===== config.mk =====
export PLATFORM = sky130hd
export DESIGN_NAME = regfile_scoreboard
export DESIGN_NICKNAME = d
export VERILOG_FILES = /design/src/rtl/regfile_scoreboard_pkg.sv /design/src/rtl/regfile_read_port.sv /design/src/rtl/regfile_scoreboard.sv
export SDC_FILE = /design/constraint.sdc
export NUM_CORES = 2
export LEC_CHECK = 0
export CAP_MARGIN = 20
export CORE_ASPECT_RATIO = 2
export CORE_MARGIN = 5
export CORE_UTILIZATION = 54
export CTS_CLUSTER_SIZE = 30
export DETAILED_ROUTE_END_ITERATION = 8
export GPL_TIMING_DRIVEN = 0
export HOLD_SLACK_MARGIN = 0.1
export PLACE_DENSITY = 0.75
export SLEW_MARGIN = 30
export SYNTH_ARGS = -nofsm -noshare
export SYNTH_HDL_FRONTEND = slang
export SYNTH_SLANG_ARGS = --single-unit

===== constraint.sdc =====
create_clock -name clk -period 9.6 [get_ports clk]
set_clock_uncertainty 0.05 [all_clocks]
set_input_delay 0.96 -clock clk [delete_from_list [all_inputs] [get_ports clk]]
set_output_delay 0.96 -clock clk [all_outputs]
set_load 0.01 [all_outputs]

===== src/rtl/regfile_scoreboard_pkg.sv =====
`default_nettype none
// ============================================================================
//  Module      : regfile_scoreboard_pkg
//  Description : Shared constants and bus helpers for the register file with
//                pending-write scoreboard.
//  Revision    : 1.0  initial release
// ============================================================================
package regfile_scoreboard_pkg;

    // Default register width
    localparam int XLEN_DEFAULT = 32;

    // Index of the hard-wired zero register
    localparam int REG_X0 = 0;

    // Bounds of the generic slice helper
    localparam int BUS_MAX   = 256;
    localparam int SLICE_MAX = 64;

    // Return slice k (each w bits wide, w <= SLICE_MAX) of a flattened bus
    function automatic logic [SLICE_MAX-1:0] bus_slice(
        input logic [BUS_MAX-1:0] bus,
        input int                 k,
        input int                 w
    );
        logic [BUS_MAX-1:0]   shifted;
        logic [SLICE_MAX-1:0] mask;
        shifted = bus >> (k * w);
        mask    = (SLICE_MAX'(1) << w) - SLICE_MAX'(1);
        return SLICE_MAX'(shifted) & mask;
    endfunction

endpackage
`default_nettype wire


===== src/rtl/regfile_read_port.sv =====
`default_nettype none
// ============================================================================
//  Module      : regfile_read_port
//  Description : One combinational read port: zero-register, writeback bypass
//                and operand-ready selection.
//  Revision    : 1.0  initial release
// ============================================================================
module regfile_read_port
    import regfile_scoreboard_pkg::*;
#(
    parameter int XLEN     = XLEN_DEFAULT,
    parameter int AW       = 5,
    parameter int ZERO_REG = 1,
    parameter int BYPASS   = 1
) (
    input  logic [AW-1:0]   addr,
    input  logic [XLEN-1:0] word,
    input  logic            pend,
    input  logic            wb_en,
    input  logic [AW-1:0]   wb_addr,
    input  logic [XLEN-1:0] wb_data,
    output logic [XLEN-1:0] data,
    output logic            ready
);

    // Priority: x0 constant, then same-cycle writeback, then storage/scoreboard
    always_comb begin
        data  = word;
        ready = ~pend;
        if ((ZERO_REG != 0) && (addr == AW'(REG_X0))) begin
            data  = '0;
            ready = 1'b1;
        end else if ((BYPASS != 0) && wb_en && (wb_addr == addr)) begin
            data  = wb_data;
            ready = 1'b1;
        end
    end

endmodule
`default_nettype wire


===== src/rtl/regfile_scoreboard.sv =====
`default_nettype none
// ============================================================================
//  Module      : regfile_scoreboard
//  Description : Parametrised register file with NUM_RD read ports, one
//                writeback port, optional bypass and a pending-write
//                scoreboard with a running pending count.
//  Revision    : 1.0  initial release
// ============================================================================
module regfile_scoreboard
    import regfile_scoreboard_pkg::*;
#(
    parameter int XLEN     = XLEN_DEFAULT,
    parameter int DEPTH    = 32,
    parameter int AW       = $clog2(DEPTH),
    parameter int NUM_RD   = 2,
    parameter int ZERO_REG = 1,
    parameter int BYPASS   = 1
) (
    input  logic                   clk,
    input  logic                   rst_n,
    input  logic [NUM_RD*AW-1:0]   rd_addr,
    output logic [NUM_RD*XLEN-1:0] rd_data,
    output logic [NUM_RD-1:0]      rd_ready,
    input  logic                   wb_en,
    input  logic [AW-1:0]          wb_addr,
    input  logic [XLEN-1:0]        wb_data,
    input  logic                   iss_en,
    input  logic [AW-1:0]          iss_addr,
    input  logic                   flush,
    output logic [AW:0]            pend_cnt,
    output logic                   any_pend
);

    logic [XLEN-1:0]    r_regs [DEPTH];
    logic [DEPTH-1:0]   r_pend;
    logic [AW:0]        r_cnt;

    logic               w_wr;
    logic               w_set;
    logic               w_clr;
    logic               w_inc;
    logic               w_dec;
    logic [DEPTH-1:0]   w_pend_next;
    logic [AW:0]        w_cnt_next;
    logic [BUS_MAX-1:0] w_addr_bus;

    // x0 is immune to writes and issues when hard-wired to zero
    assign w_wr  = wb_en  && !((ZERO_REG != 0) && (wb_addr  == AW'(REG_X0)));
    assign w_set = iss_en && !((ZERO_REG != 0) && (iss_addr == AW'(REG_X0)));
    assign w_clr = wb_en;

    // Next pending vector and count delta; set applied after clear so a
    // same-address issue (the new producer) wins over the retiring one
    always_comb begin
        w_pend_next = r_pend;
        w_inc       = 1'b0;
        w_dec       = 1'b0;
        w_cnt_next  = r_cnt;
        if (flush) begin
            w_pend_next = '0;
            w_cnt_next  = '0;
        end else begin
            if (w_clr) begin
                w_pend_next[wb_addr] = 1'b0;
            end
            if (w_set) begin
                w_pend_next[iss_addr] = 1'b1;
            end
            w_inc      = w_set && !r_pend[iss_addr];
            w_dec      = w_clr && r_pend[wb_addr] && !(w_set && (iss_addr == wb_addr));
            w_cnt_next = r_cnt + (AW+1)'(w_inc) - (AW+1)'(w_dec);
        end
    end

    // Register storage; the writeback is honoured even during a flush
    always_ff @(posedge clk or negedge rst_n) begin
        if (!rst_n) begin
            for (int i = 0; i < DEPTH; i++) begin
                r_regs[i] <= '0;
            end
        end else if (w_wr) begin
            r_regs[wb_addr] <= wb_data;
        end
    end

    // Scoreboard bits and incrementally maintained popcount
    always_ff @(posedge clk or negedge rst_n) begin
        if (!rst_n) begin
            r_pend <= '0;
            r_cnt  <= '0;
        end else begin
            r_pend <= w_pend_next;
            r_cnt  <= w_cnt_next;
        end
    end

    assign pend_cnt   = r_cnt;
    assign any_pend   = (r_cnt != '0);
    assign w_addr_bus = BUS_MAX'(rd_addr);

    generate
        for (genvar k = 0; k < NUM_RD; k++) begin : g_rd
            logic [AW-1:0] w_addr;
            assign w_addr = AW'(bus_slice(w_addr_bus, k, AW));

            regfile_read_port #(
                .XLEN     (XLEN),
                .AW       (AW),
                .ZERO_REG (ZERO_REG),
                .BYPASS   (BYPASS)
            ) u_rd (
                .addr    (w_addr),
                .word    (r_regs[w_addr]),
                .pend    (r_pend[w_addr]),
                .wb_en   (wb_en),
                .wb_addr (wb_addr),
                .wb_data (wb_data),
                .data    (rd_data[k*XLEN +: XLEN]),
                .ready   (rd_ready[k])
            );
        end
    endgenerate

endmodule
`default_nettype wire


==> flow_summary.json <==
{
  "hpwl_microns": 198000,
  "multi_input_area_sq_um": 29100,
  "fin_setup_tns_ps": 0,
  "drt_iter0_markers": 6403,
  "clockRootBuffer": "clkbuf_16",
  "powerDensity_nw_per_um2": 207,
  "cp.arrival_ps": 5890,
  "finalMaxSlewViolations": 0,
  "grt_max_degree": 128,
  "globalRouteOverflowTotal": 0,
  "synth_top_family_by_area": "multiplexers",
  "post_cts_buffers": 0,
  "portBuffers": 117,
  "cts_buffers": 97,
  "pre_cts_ws_ps": 3150,
  "cts.clk_slew.worst_paths_ps": 60,
  "ctsHtreeMaxLevel": 3,
  "synth_edf_count": 0,
  "cp_slowest_cell": "nand2_1",
  "vias": 44500,
  "grtUsageTotal_pct": 46.5,
  "ys_types": 73,
  "worstPathRequired_ps": 8590,
  "crit_path_end_kind": "output port",
  "routed_wl_microns": 269000,
  "utilization_pct": 60.7,
  "synthSimpleGateAreaFrac_pct": 2.48,
  "clock_latency_ps": 750,
  "die_w_microns": 242,
  "grt_pass1_vias": 44600,
  "synthToLayoutAreaGrowth_pct": 12.1,
  "path_max_fanout": 12,
  "fin_nets": 4345,
  "period_needed_ps": 6900,
  "p_total_uw": 13400,
  "die_area_sq_um": 114000,
  "route.detailed.drc": 0,
  "grt_pass1_wl_microns": 364000,
  "final_area_sq_um": 64900,
  "cts_sinks": 1062,
  "initial_core_util_pct": 54.2,
  "relSlewSlack_pct": 22.1,
  "leakagePower_uw": 0.0280,
  "path_cells": "clkdlybuf4s50_1, buf_6, buf_4, buf_2, buf_2, nand2_1, o22ai_1, a211oi_1, a211o_1, clkdlybuf4s50_1",
  "gp_congestion": 1.09,
  "ys.flop_type": "dfrtp_1",
  "outcome": "completed",
  "fin_ws_ps": 2700,
  "ir_worst_vdd_mv": 0.152,
  "synth-seq-area-share_pct": 45.9,
  "cts_max_path_buffers": 3,
  "finalHoldViolations": 0,
  "mostFrequentLayoutCell": "dfrtp_1",
  "cp_top_family": "buffers and inverters",
  "syn-num-nets": 4106,
  "crit_path_start_kind": "input pin",
  "core_sq_um": 107000,
  "die_height_microns": 473,
  "fill_cells": 8330,
  "synth_area_sq_um": 58000,
  "crit_type": "input pin to output port",
  "synth-async-reset-ratio_pct": 100,
  "rsz0062_at_grt": "no",
  "slowest_delay_ps": 770,
  "layout-drive-gt1-share_pct": 45.3,
  "viasPerCell": 7.74,
  "final_antenna_net_count": 0,
  "setup-violations-final": 0,
  "maxCapViolations": 0,
  "rows": 170,
  "antenna_found_initial": 23,
  "io-pin-count": 130,
  "place_area_sq_um": 61500,
  "tightest_slew_ps": 1150,
  "fin_crit_sh_pct": 71.8,
  "ys_ff_latch": 1062,
  "hold_path.class": "flip-flop to flip-flop",
  "synthAdderAreaFrac_pct": 0.207,
  "regArea_sq_um": 26600,
  "synthCells": 4040,
  "mostFrequentLayoutCells": "dfrtp_1, mux2_2, mux4_2",
  "synth_xor_area_share_pct": 0.272,
  "cts_resized": 0,
  "synth_compound_area_share_pct": 6.24,
  "synth_warnings": 0,
  "fmax_mhz": 145,
  "avgSynthCellArea_sq_um": 14.3,
  "drt-pass1-iter-count": 8,
  "drt-wirelength-per-cell_microns": 46.7,
  "worst-path-buf-inv": 6,
  "cts_tree": "done",
  "synth.area.mux_share_pct": 40.8
}
-- cell families after synthesis --
family,Yosys count
xor gates and xnor gates,18
adders and majority gates,9
AOI/OAI and AO/OA,519
and+or+nand+nor,294
buffers and inverters,475
muxes,1663
DFF,1062
-- what timing repair did --
item,4_1_cts,5_1_grt
setup endpoints to repair,0,0
hold buffers,1,0
hold endpoints to repair,30,0
-- through the flow --
step                std cells  hold slack [ps]
finish                   5754              433
global route             5741              448
CTS                      5735              434
detailed placement       5555              416
global placement         5533              402
floorplan                4040              388
-- registers in the layout (all words and copies together), names as in the netlist --
signal,cells
r_pend,32
pend_cnt,6
r_regs,1024
-- metal layers --
layer / vias up / wire, microns / GRT usage, %
li1: 16100 / - / -
met1: 23000 / 84100 / 50.8
met2: 3894 / 118000 / 69.3
met3: 1513 / 30800 / 16.3
met4: 10 / 36200 / 45.9
met5: - / 74 / 0
-- cell type report --
| cell class | count | share of cell area, % |
|---|---|---|
| Inverter | 15 | 0.0867 |
| Timing Repair Buffer | 140 | 2.66 |
| Clock inverter | 33 | 0.643 |
| Multi-Input combinational cell | 2503 | 44.7 |
| Sequential cell | 1062 | 40.9 |
| Tap cell | 1376 | 2.65 |
| Buffer | 460 | 3.71 |
| Antenna cell | 19 | 0.0732 |
| Clock buffer | 146 | 4.52 |
-- report_power, final --
group	leakage [uW]	switching [uW]	internal, uW
logic	0.0127	1570	1650
registers	0.0137	666	5300
clock network	0.00166	1900	2330
-- Yosys cell counts, types with 10 or more instances --
cell / n / area, sq um
dfrtp_1: 1062 / 26600
mux2_2: 1038 / 11700
mux4_2: 450 / 10100
clkbuf_1: 238 / 893
mux2i_1: 169 / 1690
buf_2: 131 / 656
o22ai_1: 124 / 776
o21ai_0: 93 / 465
nor2_1: 88 / 330
nand2_1: 84 / 315
a221oi_1: 58 / 508
buf_4: 43 / 323
a21oi_1: 39 / 195
a211oi_1: 31 / 233
a22o_1: 26 / 228
a22oi_1: 25 / 188
o311ai_0: 25 / 219
buf_6: 23 / 259
nor3_1: 19 / 95.1
buf_1: 18 / 67.6
xnor2_1: 17 / 149
nand2b_1: 14 / 87.6
o22a_1: 14 / 123
o21ai_1: 13 / 65.1
a211o_1: 12 / 105
inv_1: 12 / 45.0
nand3_1: 12 / 60.1
nor2b_1: 11 / 68.8
nor3b_1: 11 / 82.6
nor4_1: 10 / 62.6
-- path summary, 6_finish.rpt --
path	start	end	slack, ps	cells past startpoint
min in group asynchronous	rst_n	r_regs[217]$_DFFE_PN0P_	640	2
setup reg to reg	r_pend[11]$_DFF_PN0_	pend_cnt[5]$_DFF_PN0_	5960	12
hold reg to reg	r_regs[1015]$_DFFE_PN0P_	r_regs[1015]$_DFFE_PN0P_	430	1
setup / recovery	rd_addr[1]	rd_data[30]	2700	10
max in group asynchronous	rst_n	r_regs[843]$_DFFE_PN0P_	6760	5
hold / removal	r_regs[1015]$_DFFE_PN0P_	r_regs[1015]$_DFFE_PN0P_	430	1
Note: power is estimated with default switching activity, not from simulation.
